**src/rtl/kyber_rej_sampler.sv**
```systemverilog
// Kyber SampleNTT rejection sampler: splits SHAKE128 squeeze words into 12-bit candidates
// and writes up to two accepted coefficients per cycle into the polynomial RAM.
module kyber_rej_sampler #(
    parameter int unsigned Q         = 3329,
    parameter int unsigned N         = 256,
    parameter int unsigned BUF_BYTES = 16
) (
    input  logic        i_clk,
    input  logic        i_rstn,
    input  logic        i_start,
    input  logic [63:0] i_bytes,
    input  logic        i_bytes_valid,
    output logic        o_bytes_ready,
    output logic        o_we_a,
    output logic        o_we_b,
    output logic [7:0]  o_addr_a,
    output logic [7:0]  o_addr_b,
    output logic [11:0] o_coef_a,
    output logic [11:0] o_coef_b,
    output logic        o_busy,
    output logic        o_done
);

    localparam int unsigned FW = $clog2(BUF_BYTES + 1);
    localparam int unsigned CW = $clog2(N + 1);
    localparam int unsigned BW = 8 * BUF_BYTES;

    typedef enum logic [1:0] {StIdle, StRun, StDone} state_e;

    state_e          state_q, state_d;
    logic [FW-1:0]   fill_q, fill_d;
    logic [CW-1:0]   cnt_q, cnt_d;
    logic [BW-1:0]   buf_q, buf_d;
    logic            we_a_q, we_a_d, we_b_q, we_b_d;
    logic [7:0]      addr_a_q, addr_a_d, addr_b_q, addr_b_d;
    logic [11:0]     coef_a_q, coef_a_d, coef_b_q, coef_b_d;

    logic            take, accept, acc1, acc2;
    logic [11:0]     d1, d2;
    logic [FW-1:0]   base;
    logic [BW-1:0]   shifted, word_ext, word_mask;

    // State register
    always_ff @(posedge i_clk or negedge i_rstn) begin
        if (!i_rstn) begin
            state_q <= StIdle;
        end else begin
            state_q <= state_d;
        end
    end

    // Next-state logic; a start pulse restarts from any state
    always_comb begin
        state_d = state_q;
        unique case (state_q)
            StIdle:  if (i_start) state_d = StRun;
            StRun:   if (cnt_q == CW'(N)) state_d = StDone;
            StDone:  state_d = StIdle;
            default: state_d = StIdle;
        endcase
        if (i_start) begin
            state_d = StRun;
        end
    end

    // Output logic
    always_comb begin
        o_busy        = (state_q == StRun);
        o_done        = (state_q == StDone);
        o_bytes_ready = (state_q == StRun) && (fill_q <= FW'(BUF_BYTES - 8));
    end

    assign accept = i_bytes_valid && o_bytes_ready;
    assign take   = (state_q == StRun) && (fill_q >= FW'(3)) && (cnt_q < CW'(N));

    assign d1   = {buf_q[11:8], buf_q[7:0]};
    assign d2   = {buf_q[23:16], buf_q[15:12]};
    assign acc1 = take && (d1 < 12'(Q));
    // The second candidate must not overrun N when the first one lands on the last slot
    assign acc2 = take && (d2 < 12'(Q)) && ((cnt_q + CW'(acc1)) < CW'(N));

    // Byte FIFO: drop the consumed triplet, then drop the new word in right behind what remains
    always_comb begin
        base      = take ? (fill_q - FW'(3)) : fill_q;
        shifted   = take ? (buf_q >> 24) : buf_q;
        word_ext  = BW'(i_bytes) << {base, 3'b000};
        word_mask = BW'({64{1'b1}}) << {base, 3'b000};
        buf_d     = accept ? ((shifted & ~word_mask) | word_ext) : shifted;
        fill_d    = base + (accept ? FW'(8) : FW'(0));
        if (i_start || (state_q == StDone)) begin
            fill_d = '0;
        end
    end

    always_comb begin
        cnt_d    = i_start ? '0 : (cnt_q + CW'(acc1) + CW'(acc2));
        we_a_d   = (acc1 || acc2) && !i_start;
        we_b_d   = acc1 && acc2 && !i_start;
        addr_a_d = we_a_d ? cnt_q[7:0] : 8'd0;
        coef_a_d = we_a_d ? (acc1 ? d1 : d2) : 12'd0;
        addr_b_d = we_b_d ? (cnt_q[7:0] + 8'd1) : 8'd0;
        coef_b_d = we_b_d ? d2 : 12'd0;
    end

    always_ff @(posedge i_clk or negedge i_rstn) begin
        if (!i_rstn) begin
            fill_q   <= '0;
            cnt_q    <= '0;
            buf_q    <= '0;
            we_a_q   <= 1'b0;
            we_b_q   <= 1'b0;
            addr_a_q <= '0;
            addr_b_q <= '0;
            coef_a_q <= '0;
            coef_b_q <= '0;
        end else begin
            fill_q   <= fill_d;
            cnt_q    <= cnt_d;
            buf_q    <= buf_d;
            we_a_q   <= we_a_d;
            we_b_q   <= we_b_d;
            addr_a_q <= addr_a_d;
            addr_b_q <= addr_b_d;
            coef_a_q <= coef_a_d;
            coef_b_q <= coef_b_d;
        end
    end

    assign o_we_a   = we_a_q;
    assign o_we_b   = we_b_q;
    assign o_addr_a = addr_a_q;
    assign o_addr_b = addr_b_q;
    assign o_coef_a = coef_a_q;
    assign o_coef_b = coef_b_q;

endmodule

```
**config.mk**
```make
export PLATFORM = sky130hd
export DESIGN_NAME = kyber_rej_sampler
export DESIGN_NICKNAME = d
export VERILOG_FILES = /design/src/rtl/kyber_rej_sampler.sv
export SDC_FILE = /design/constraint.sdc
export NUM_CORES = 1
export LEC_CHECK = 0
export ABC_AREA = 1
export CORE_AREA = 2 2 179 164
export DETAILED_ROUTE_END_ITERATION = 8
export DIE_AREA = 0 0 181 166
export GPL_TIMING_DRIVEN = 0
export PLACE_DENSITY = 0.6
export SYNTH_ARGS = -nofsm -noshare
export SYNTH_HDL_FRONTEND = slang
export SYNTH_SLANG_ARGS = --single-unit
```
**constraint.sdc**
```tcl
create_clock -name i_clk -period 5.6 [get_ports i_clk]
set_input_delay 0.56 -clock i_clk [delete_from_list [all_inputs] [get_ports i_clk]]
set_output_delay 0.56 -clock i_clk [all_outputs]
set_load 0.005 [all_outputs]
```
# After elaboration in Yosys (flattened, before gate mapping)

Index checks and enable logic that the tools add are counted.

Reductions and logical operators: 15
Shifts and indexed selects: 2
Equal/unequal tests: 5
Magnitude comparators: 6
Multiplexer cells: 14
Add/sub/neg operators: 5
Bitwise gates (word level): 3

Operator list:

| operator                                                       | number |
|---|---|
| 2-to-1 mux 128 bit                                             | 2 |
| AND 128 bit                                                    | 1 |
| inverter 128 bit                                               | 1 |
| bitwise OR 128 bit                                             | 1 |
| left shift 64 x 8 -> 128 bit                                   | 1 |
| left shift 64 x 8 -> 128 bit, first input constant             | 1 |
| 2-to-1 mux 12 bit                                              | 3 |
| less-than comparator 12 bit, second input constant             | 2 |
| adder 9 x 1 -> 9 bit                                           | 2 |
| less-than comparator 9 bit, second input constant              | 2 |
| 2-to-1 mux 8 bit                                               | 2 |
| logical AND 1 bit                                              | 10 |
| 2-to-1 mux 5 bit                                               | 2 |
| == test 9 bit, second input constant                           | 1 |
| 2-to-1 mux 9 bit                                               | 1 |
| adder 8 x 1 -> 8 bit, second input constant                    | 1 |
| adder 5 x 4 -> 5 bit                                           | 1 |
| >= comparator 5 x 2 -> 1 bit, second input constant            | 1 |
| less-or-equal comparator 5 x 4 -> 1 bit, second input constant | 1 |
| subtractor 5 x 2 -> 5 bit, second input constant               | 1 |
| 2-to-1 mux 2 bit                                               | 2 |
| 2-to-1 mux 4 bit                                               | 1 |
| one-hot mux 2 bit (2 select lines)                             | 1 |
| != test 3 x 2 -> 1 bit, second input constant                  | 1 |
| 7 further kinds                                                | 8 |

Output and inout port bits: 45
Flip-flop bits (word level): 186
Word-level logic and storage cells: 60

# Logic depth before layout (Yosys ltp)

Gate-level depths: netlist (run 1).

Depth after elaboration: 10
Mapped depth: 26
Mapped depth without buffers: 25

# Least setup slack after synthesis (run 1)

No wires, ideal clock.

Path kind: register to register
Start point: reg fill_q[0]
End point: reg cnt_q[8]
Arrival time: 3357 ps
Stages on the path, launching flop included: 27
Library setup time: 123 ps
Path buffers: 1
Data required time: 5477 ps
Slack: 2119 ps
Period minus slack after synthesis: 3481 ps
Cells stage by stage: dfrtp_1 > ha_1 > nor2_1 > nand3_2 > nand2_4 > inv_2 > nand3_1 > buf_2 > inv_1 > ha_1 > ha_1 > nand2_1 > nor2_1 > nand4_1 > xor2_1 > inv_1 > nand3_1 > inv_1 > ha_1 > ha_1 > nand2_1 > nor2_1 > nand2_1 > nor3_1 > nand2_1 > o21ai_0 > a21oi_1

Cells in the longest elaborated chain, start to end: 9

RTL lines:

| what                               | RTL line | source |
|---|---|---|
| from (decl)                        | 31       | `logic [FW-1:0] fill_q, fill_d;` |
| from (signal assigned)             | 117      | `fill_q <= fill_d;` |
| >= comparator 5 x 2 -> 1 bit (*)   | 74       | `assign take = (state_q == StRun) && (fill_q >= FW'(3)) && (cnt_q < CW'(N));` |
| logical AND 1 bit (*) (2 in a row) | 74       |  |
| logical AND 1 bit                  | 78       | `assign acc1 = take && (d1 < 12'(Q));` |
| adder 9 x 1 -> 9 bit               | 80, 96   |  |
| less-than comparator 9 bit         | 80       | `assign acc2 = take && (d2 < 12'(Q)) && ((cnt_q + CW'(acc1)) < CW'(N));` |
| logical AND 1 bit                  | 80       |  |
| adder 9 x 1 -> 9 bit (*)           | 96       | `cnt_d = i_start ? '0 : (cnt_q + CW'(acc1) + CW'(acc2));` |
| 2-to-1 mux 9 bit (*)               | 96       |  |
| via cnt_d[8]                       | 32       | `logic [CW-1:0] cnt_q, cnt_d;` |
| to (signal assigned)               | 118      | `cnt_q <= cnt_d;` |
| to (decl)                          | 32       |  |

The timed path passes the listed nets; every way through them passes the cells marked *.
A chain may end at the register's enable or synchronous reset.

# Worst setup path after layout (run 1)

Same ends and word-level chain as after synthesis.

==> results.json, run 1 <==
{
  "run_status": "finished, final reports clean",
  "dpl.cell_count": 2089,
  "ctsHtreeMaxLevel": 4,
  "synth.ff_latch_count": 186,
  "floorplan.initialDensity": 0.413,
  "area_growth_syn_to_layout_pct": 18.9,
  "post_cts_hold_buffer_count": 0,
  "min-delay-path-class": "primary input to asynchronous set/reset pin",
  "filler_cell_count": 2881,
  "drt-vias-per-instance": 5.86,
  "final_area_um2": 13900,
  "relative_max_transition_margin": 0.363,
  "post_synth_num_cell_types": 34,
  "worst-endpoint-required_ns": 5.94,
  "cp.arrival_ns": 4.72,
  "netlist_top_cells_area": "sky130_fd_sc_hd__dfrtp_1 40%, sky130_fd_sc_hd__nand3_1 12%, sky130_fd_sc_hd__nand2_1 11%",
  "final_core_util": 0.491,
  "drt_first_pass_iters": 7,
  "global_route.usage.met2": 0.536,
  "synth.cell_area_um2": 11700,
  "fin_cells": 2121,
  "clock_tree.root_cell": "sky130_fd_sc_hd__clkbuf_16",
  "routed_wire_length_um": 52200,
  "worst_clk_skew_ns": 0.0121,
  "crit_path_max_fanout": 10,
  "core_region_area_um2": 28300,
  "portBuffers": 112,
  "tritoncts_clock_tree": "yes",
  "detailedRoute.firstIterationViolations": 1733,
  "post-dp-hpwl_um": 41800,
  "fraction_of_final_layout_cells_with_drive_strength_greater_than_1": 0.0849,
  "cts_repair_resize_count": 0,
  "multiInputGateArea_um2": 5920,
  "r2r_setup_slack_ns": 1.21,
  "boundaryPins": 113,
  "global_route.usage.met1": 0.505,
  "critPathLaunchType": "flop",
  "routed-via-count": 12400,
  "routed_wire_length_per_instance_um": 24.6,
  "number_of_global_route_vias_before_repair": 11800,
  "insertedDiodeCount": 0,
  "post-synth-top-area-cell": "sky130_fd_sc_hd__dfrtp_1",
  "worst-slew-pin-transition_ns": 0.945,
  "grt_util_all_layers": 0.349,
  "timing.critical_path.max_delay_family": "simple AND/OR/NAND/NOR gates",
  "finalSetupViolations": 0,
  "synth_nets": 1688,
  "path_clk_slew_ns": 0.08,
  "yosys_warnings": 0,
  "number_of_antenna_violations_at_the_first_check_in_global_routing": 2,
  "regToRegEndpoint": "cnt_q[8]",
  "regArea_um2": 4650,
  "clock_insertion_delay_worst_skew_ns": 0.46,
  "syn_avg_cell_area_um2": 7.27,
  "synth_seq_area_share": 0.398,
  "final_max_slew_viol_count": 0,
  "unrepaired_setup_endpoints_after_global_routing": "no",
  "design.die.area_um2": 30000,
  "critPathSlowestCell": "sky130_fd_sc_hd__dfrtp_1",
  "grt.overflow.total": 0,
  "maxClockFrequency_ghz": 0.228,
  "clock_tree.buffer_depth": 2,
  "most_used_cells_in_the_layout_excluding_fill_and_tap_cells": "338 x sky130_fd_sc_hd__nand2_1, 277 x sky130_fd_sc_hd__nand3_1, 186 x sky130_fd_sc_hd__dfrtp_1",
  "drc_errors": 0,
  "crit-reg2reg-launch": "fill_q[0]",
  "critical_path.endpoint": "cnt_q[8]",
  "floorplan.rows": 59,
  "grtUsageMet3": 0.0695,
  "timing.hold.ws_ns": 0.113,
  "clock_sinks": 186,
  "placed_area_um2": 13300,
  "final_period_minus_worst_setup_slack_ns": 4.39,
  "fp.dieH_um": 166,
  "fin_nets": 1820,
  "path_common_cell": "sky130_fd_sc_hd__ha_1",
  "synth_top_area_frac": 0.398,
  "final.period_utilization": 0.783,
  "top_usage_layer": "met2",
  "endpoint_kind": "flop",
  "worstSetupPathType": "flop to flop",
  "hold_viol": 0,
  "timing.reg2reg.worst_path_depth": 26,
  "crit_start": "fill_q[0]",
  "max_cap_viol_count": 0,
  "buf_inv_on_cp": 5,
  "cp_max_stage_delay_ns": 0.44,
  "post_synth_inst_count": 1610,
  "grt_start_max_net_pins": 98,
  "cts_buffers": 17,
  "worstSetupPathDepth": 26,
  "final_common_cell": "sky130_fd_sc_hd__nand2_1",
  "gp_congestion": 0.947,
  "detail-route-antenna-nets": 0,
  "wire_length_of_the_first_global_routing_pass_um": 77500,
  "cts_setup_buffers": 0,
  "die_width_um": 181
}
worst register-to-register path: stages, from the launching register on:
cell,delay [ns]
sky130_fd_sc_hd__dfrtp_1,0.44
sky130_fd_sc_hd__ha_1,0.22
sky130_fd_sc_hd__nor2_1,0.06
sky130_fd_sc_hd__nand3_2,0.17
sky130_fd_sc_hd__nand2_4,0.13
sky130_fd_sc_hd__inv_2,0.16
sky130_fd_sc_hd__nand3_1,0.16
sky130_fd_sc_hd__buf_2,0.22
sky130_fd_sc_hd__inv_1,0.10
sky130_fd_sc_hd__ha_1,0.20
sky130_fd_sc_hd__ha_1,0.19
sky130_fd_sc_hd__nand2_1,0.07
sky130_fd_sc_hd__nor2_1,0.21
sky130_fd_sc_hd__nand4_1,0.13
sky130_fd_sc_hd__xor2_1,0.16
sky130_fd_sc_hd__inv_1,0.13
sky130_fd_sc_hd__nand3_1,0.15
sky130_fd_sc_hd__inv_1,0.12
sky130_fd_sc_hd__ha_1,0.20
sky130_fd_sc_hd__ha_1,0.20
sky130_fd_sc_hd__nand2_1,0.06
sky130_fd_sc_hd__nor2_1,0.19
sky130_fd_sc_hd__nand2_1,0.10
sky130_fd_sc_hd__nor3_1,0.21
sky130_fd_sc_hd__nand2_1,0.10
sky130_fd_sc_hd__o21ai_0,0.15
sky130_fd_sc_hd__a21oi_1,0.06
registers in the layout, indices dropped and copies added, names as in the netlist, 2 cells and up:
register	count
buf_q	128
cnt_q	9
fill_q	5
o_addr_a	8
o_addr_b	8
o_coef_a	12
o_coef_b	12
state_q	2
cell families (layout without fill, tap and decap cells):
group | Yosys count | count (layout) | synth area share
XOR/XNOR | 13 | 13 | 0.00973
AO/OA/AOI/OAI | 321 | 321 | 0.163
adder cells (fa/ha/maj) | 10 | 10 | 0.0107
AND/OR/NAND/NOR | 788 | 788 | 0.300
buffers and inverters | 265 | 410 | 0.0965
multiplexers | 27 | 27 | 0.0231
flip-flops | 186 | 186 | 0.398
cells in the mapped netlist, drive strengths merged:
master  count
a22oi       6
o21ai     168
nor4        1
o211ai    111
ha         10
nand3b      1
nor3       14
xor2       13
nor2      122
a21oi      30
or2        12
nand4       9
nand2     348
buf        75
nand3     281
inv       164
dfrtp     186
mux2i      27
clkbuf     25
o22ai       6
clkinv      1
metal layers:
metal | vias up | routed length, um | part of all wire
met5 | - | 0 | 0
met3 | 69 | 5210 | 0.10
met1 | 5946 | 23200 | 0.44
li1 | 5684 | - | -
met4 | 0 | 1090 | 0.021
met2 | 722 | 22700 | 0.44
layout make-up:
class                      count  area share
multi-input combinational   1159       0.426
inverter                     165      0.0445
buffer                       100      0.0367
timing repair buffer         113      0.0829
clock inverter                15      0.0126
clock buffer                  17      0.0306
sequential                   186       0.334
tap                          366      0.0329
worst min-delay path by stage:
| stage | from | end | slack [ns] | cells after the start |
|---|---|---|---|---|
| 2_1_floorplan | i_rstn | buf_q[0] | 0.26 | 0 |
| 3_3_place_gp | state_q[1] | state_q[1] | 0.41 | 1 |
| 3_5_place_dp | state_q[1] | state_q[1] | 0.41 | 1 |
| 4_1_cts | i_rstn | o_addr_b[7] | 0.14 | 1 |
| 5_1_grt | i_rstn | o_addr_b[7] | 0.19 | 1 |
| 6_report | i_rstn | o_addr_b[7] | 0.11 | 1 |
stage by stage:
stage / setup TNS (ns) / setup WS (ns)
global placement: -748.01 / -4.04
detailed placement: 0 / 1.32
CTS: 0 / 1.24
finish: 0 / 1.21
global route: 0 / 0.692
floorplan: 0 / 2.12
Power of run 1 is left out: the tool's default activity adds up to more than one toggle a clock period on the data nets, which glitch-free logic cannot reach.
==> run 2, diff against run 1 <==
--- a/config.mk
+++ b/config.mk
@@ -10,7 +10,7 @@
 export DETAILED_ROUTE_END_ITERATION = 8
 export DIE_AREA = 0 0 181 166
 export GPL_TIMING_DRIVEN = 0
-export PLACE_DENSITY = 0.6
+export PLACE_DENSITY = 0.62
 export SYNTH_ARGS = -nofsm -noshare
 export SYNTH_HDL_FRONTEND = slang
 export SYNTH_SLANG_ARGS = --single-unit
==> constraint.sdc (replaced) <==
create_clock -name i_clk -period 3.55 [get_ports i_clk]
set_input_delay 0.355 -clock i_clk [delete_from_list [all_inputs] [get_ports i_clk]]
set_output_delay 0.355 -clock i_clk [all_outputs]
set_load 0.005 [all_outputs]
==> results.json, run 2 (synthesis results as in run 1) <==
{
  "detailedRoute.firstIterationViolations": 1532,
  "gp_congestion": 0.995,
  "endpoint_kind": "flop",
  "hold_viol": 42,
  "detail-route-antenna-nets": 0,
  "drc_errors": 0,
  "critPathSlowestCell": "sky130_fd_sc_hd__dfrtp_1",
  "die_width_um": 181,
  "routed_wire_length_um": 52100,
  "max_cap_viol_count": 0,
  "min-delay-path-class": "primary input to asynchronous set/reset pin",
  "boundaryPins": 113,
  "dpl.cell_count": 2089,
  "r2r_setup_slack_ns": 0.19,
  "fp.dieH_um": 166,
  "grt.overflow.total": 0,
  "relative_max_transition_margin": 0.387,
  "fraction_of_final_layout_cells_with_drive_strength_greater_than_1": 0.104,
  "fin_nets": 1838,
  "crit-reg2reg-launch": "buf_q[8]",
  "largest_reg_flops": 128,
  "final_max_slew_viol_count": 0,
  "core_region_area_um2": 28300,
  "post_cts_hold_buffer_count": 0,
  "clock_tree.buffer_depth": 2,
  "setup_slack_ns": 0.187,
  "clock_sinks": 186,
  "maxClockFrequency_ghz": 0.297,
  "finalSetupViolations": 0,
  "worst-slew-pin-transition_ns": 0.911,
  "run_status": "finished, violations left",
  "insertedDiodeCount": 0,
  "wire_length_of_the_first_global_routing_pass_um": 76100,
  "critPathLaunchType": "flop",
  "portBuffers": 112,
  "routed_wire_length_per_instance_um": 24.4,
  "floorplan.initialDensity": 0.413,
  "crit_start": "buf_q[8]",
  "worst-endpoint-required_ns": 3.88,
  "floorplan.rows": 59,
  "grt_start_max_net_pins": 111,
  "most_used_cells_in_the_layout_excluding_fill_and_tap_cells": "336 x sky130_fd_sc_hd__nand2_1, 275 x sky130_fd_sc_hd__nand3_1, 184 x sky130_fd_sc_hd__dfrtp_1",
  "grt_util_all_layers": 0.343,
  "tritoncts_clock_tree": "yes",
  "timing.hold.ws_ns": -0.0209,
  "path_clk_slew_ns": 0.08,
  "top_register": "buf_q",
  "violated_checks": "hold timing",
  "crit_path_max_fanout": 3,
  "path_common_cell": "sky130_fd_sc_hd__ha_4",
  "worst_clk_skew_ns": 0.0129,
  "clock_insertion_delay_worst_skew_ns": 0.45,
  "fin_cells": 2139,
  "worstPathCellList": "inv_1 > nor3_1 > a21oi_1 > nand3_4 > buf_6 > inv_2 > ha_4 > ha_4 > nand2_2 > nor2_4 > nand4_1 > xor2_1 > inv_2 > nand3_2 > inv_2 > ha_4 > ha_4 > nand2_1 > nor2_2 > nand2_2 > nor3_4 > nand2_1 > o21ai_1 > a21oi_1",
  "final_common_cell": "sky130_fd_sc_hd__nand2_1",
  "final_period_minus_worst_setup_slack_ns": 3.36,
  "timing.reg2reg.worst_path_depth": 24,
  "cp_max_stage_delay_ns": 0.43,
  "cts_buffers": 17,
  "drt-vias-per-instance": 5.82,
  "number_of_global_route_vias_before_repair": 11400,
  "routed-via-count": 12400,
  "final.period_utilization": 0.947,
  "ctsHtreeMaxLevel": 4,
  "design.die.area_um2": 30000,
  "number_of_antenna_violations_at_the_first_check_in_global_routing": 1,
  "clock_tree.root_cell": "sky130_fd_sc_hd__clkbuf_16",
  "placement_stage_worst_setup_slack_ns": -0.730,
  "cp.arrival_ns": 3.70,
  "worstSetupPathType": "flop to flop",
  "area_growth_syn_to_layout_pct": 21.2,
  "drt_first_pass_iters": 6,
  "regToRegEndpoint": "cnt_q[8]",
  "post-dp-hpwl_um": 41600
}
## run 2: per-stage QoR
stage                      util  TNS (ns)  cell area (um2)  hold slack [ns]
after floorplan               -         0            11700           0.0594
after global placement    0.469  -1088.24            13300            0.408
after detailed placement  0.470     -2.41            13300            0.418
after CTS                 0.497         0            14100           0.0159
after global routing      0.500   -0.0158            14200           0.0507
final                     0.500         0            14200          -0.0209
## run 2: worst max-delay path by stage
| stage | endpoint | slack, ns | cells after the start |
|---|---|---|---|
| 2_1_floorplan | cnt_q[8] | 0.07 | 26 |
| 3_3_place_gp | buf_q[96] | -5.86 | 1 |
| 3_5_place_dp | cnt_q[8] | -0.73 | 26 |
| 4_1_cts | cnt_q[8] | 0.003 | 26 |
| 5_1_grt | cnt_q[8] | -0.02 | 26 |
| 6_report | cnt_q[8] | 0.19 | 24 |
## run 2: timing repair
action,in CTS,in global routing
pin swaps,7,10
buffers inserted,13,5
gates resized for setup,23,10
setup endpoints to repair,21,4
## run 2: final cells by class
type | count | area [um2]
inverters | 165 | 627
plain buffers | 100 | 517
flip-flops and latches | 186 | 4660
repair buffers | 131 | 1290
clock buffers | 18 | 429
multi-input cells | 1159 | 6030
fillers | 2907 | 14200
clock inverters | 14 | 175
well taps | 366 | 458
## run 2: routing by layer
metal	vias to the layer above	wire length [um]	global-route usage
met5	-	9	0
met4	2	1300	0.0852
met3	88	4610	0.0504
met2	693	23000	0.539
met1	5937	23100	0.499
li1	5724	-	-
## run 2: worst max-delay path: cells and delay by family (launching register included)
kind,cells,cell delay (ns)
compound gates,3,0.45
xor+xnor,1,0.18
fa+ha+maj,4,0.56
buf+inv,5,0.53
flops,1,0.43
simple gates,11,1.09
Power of run 2 is left out for the same reason.
==> run 3, diff against run 2 <==
--- a/config.mk
+++ b/config.mk
@@ -10,6 +10,7 @@
 export DETAILED_ROUTE_END_ITERATION = 8
 export DIE_AREA = 0 0 181 166
 export GPL_TIMING_DRIVEN = 0
+export HOLD_SLACK_MARGIN = 0.08
 export PLACE_DENSITY = 0.62
 export SYNTH_ARGS = -nofsm -noshare
 export SYNTH_HDL_FRONTEND = slang
==> results.json, run 3 (synthesis results as in run 1) <==
{
  "placement_stage_worst_setup_slack_ns": -0.730,
  "met1Wirelength_um": 23000,
  "run_status": "finished, final reports clean",
  "crit_path_max_fanout": 3,
  "clock_tree.buffer_depth": 2,
  "detail-route-antenna-nets": 0,
  "drc_errors": 0,
  "detailedRoute.firstIterationViolations": 1567,
  "clock_insertion_delay_worst_skew_ns": 0.45,
  "number_of_global_route_vias_before_repair": 11400,
  "finalSetupViolations": 0,
  "area_growth_syn_to_layout_pct": 21.2,
  "clock_tree.root_cell": "sky130_fd_sc_hd__clkbuf_16",
  "final_common_cell": "sky130_fd_sc_hd__nand2_1",
  "endpoint_kind": "flop",
  "placed_area_um2": 13300,
  "min-delay-path-class": "flop to flop",
  "grt.overflow.total": 0,
  "critPathLaunchType": "flop",
  "grt_start_max_net_pins": 111,
  "cp.arrival_ns": 3.69,
  "routed_wire_length_um": 52200,
  "die_width_um": 181,
  "crit_start": "buf_q[8]",
  "topRoutingLayerUsed": "met5",
  "cts_buffers": 17,
  "ctsHtreeMaxLevel": 4,
  "worst-slew-pin-transition_ns": 0.893,
  "design.die.area_um2": 30000,
  "routed-via-count": 12500,
  "fin_nets": 1839,
  "maxClockFrequency_ghz": 0.298,
  "final_max_slew_viol_count": 0,
  "worst-endpoint-required_ns": 3.88,
  "number_of_antenna_violations_at_the_first_check_in_global_routing": 1,
  "floorplan.rows": 59,
  "fp.dieH_um": 166,
  "dpl.cell_count": 2089,
  "top_register": "buf_q",
  "final.period_utilization": 0.947,
  "path_clk_slew_ns": 0.08,
  "insertedDiodeCount": 0,
  "drt-vias-per-instance": 5.85,
  "crit-reg2reg-launch": "buf_q[8]",
  "worst_clk_skew_ns": 0.0127,
  "hold_sp": "state_q[1]",
  "fin_cells": 2140,
  "relative_max_transition_margin": 0.399,
  "timing.hold.ws_ns": 0.449,
  "hold_viol": 0,
  "final_period_minus_worst_setup_slack_ns": 3.36,
  "largest_reg_flops": 128,
  "routed_wire_length_per_instance_um": 24.4,
  "floorplan.initialDensity": 0.413,
  "post-dp-hpwl_um": 41600,
  "portBuffers": 112,
  "route.met2.wl_um": 23100,
  "grt_util_all_layers": 0.343,
  "fraction_of_final_layout_cells_with_drive_strength_greater_than_1": 0.104,
  "boundaryPins": 113,
  "worstSetupPathType": "flop to flop",
  "drt_first_pass_iters": 5,
  "tritoncts_clock_tree": "yes",
  "final_area_um2": 14200,
  "wl_met3_um": 4780,
  "most_used_cells_in_the_layout_excluding_fill_and_tap_cells": "336 x sky130_fd_sc_hd__nand2_1, 275 x sky130_fd_sc_hd__nand3_1, 184 x sky130_fd_sc_hd__dfrtp_1",
  "max_cap_viol_count": 0,
  "core_region_area_um2": 28300,
  "gp_congestion": 0.995,
  "clock_sinks": 186,
  "setup_slack_ns": 0.190,
  "wire_length_of_the_first_global_routing_pass_um": 76100
}
## run 3: path summary, 6_finish.rpt
path / to / slack (ns) / cells past startpoint
max: cnt_q[8] / 0.19 / 24
min: state_q[1] / 0.45 / 1
max reg2reg: cnt_q[8] / 0.19 / 24
min reg2reg: state_q[1] / 0.45 / 1
max in group asynchronous: buf_q[31] / 2.07 / 3
min in group asynchronous: o_addr_b[5] / 0.57 / 2
## run 3: critical path, stage by stage, from the launching register on
cell,delay (ns)
sky130_fd_sc_hd__dfrtp_1,0.43
sky130_fd_sc_hd__inv_1,0.14
sky130_fd_sc_hd__nor3_1,0.08
sky130_fd_sc_hd__a21oi_1,0.27
sky130_fd_sc_hd__nand3_4,0.11
sky130_fd_sc_hd__buf_6,0.14
sky130_fd_sc_hd__inv_2,0.06
sky130_fd_sc_hd__ha_4,0.14
sky130_fd_sc_hd__ha_4,0.13
sky130_fd_sc_hd__nand2_2,0.07
sky130_fd_sc_hd__nor2_4,0.12
sky130_fd_sc_hd__nand4_1,0.09
sky130_fd_sc_hd__xor2_1,0.18
sky130_fd_sc_hd__inv_2,0.09
sky130_fd_sc_hd__nand3_2,0.09
sky130_fd_sc_hd__inv_2,0.09
sky130_fd_sc_hd__ha_4,0.15
sky130_fd_sc_hd__ha_4,0.14
sky130_fd_sc_hd__nand2_1,0.06
sky130_fd_sc_hd__nor2_2,0.16
sky130_fd_sc_hd__nand2_2,0.09
sky130_fd_sc_hd__nor3_4,0.13
sky130_fd_sc_hd__nand2_1,0.09
sky130_fd_sc_hd__o21ai_1,0.13
sky130_fd_sc_hd__a21oi_1,0.05
## run 3: final cells by class
cell class	instances	area, um2
Clock inverter	14	175
Sequential cell	186	4660
Clock buffer	18	429
Fill cell	2906	14200
Tap cell	366	458
Buffer	100	517
Timing Repair Buffer	132	1300
Multi-Input combinational cell	1159	6030
Inverter	165	627
## run 3: stage by stage
step	TNS, ns	utilization
floorplan	0	-
global placement	-1088.24	0.469
detailed placement	-2.41	0.470
CTS	0	0.497
global route	-0.0158	0.501
finish	0	0.501
## run 3: layer usage
layer,track usage,vias to the layer above
met3,0.0504,88
met5,0,-
li1,-,5725
met2,0.539,767
met4,0.0852,2
met1,0.499,5940
## run 3: what timing repair did
item,in CTS,in global routing
gates cloned,0,0
pin swaps,7,10
resized for setup,23,10
endpoints found under the setup margin,21,4
hold endpoints to repair,109,0
setup buffers,13,5
hold buffers,1,0
Power of run 3 is left out for the same reason.
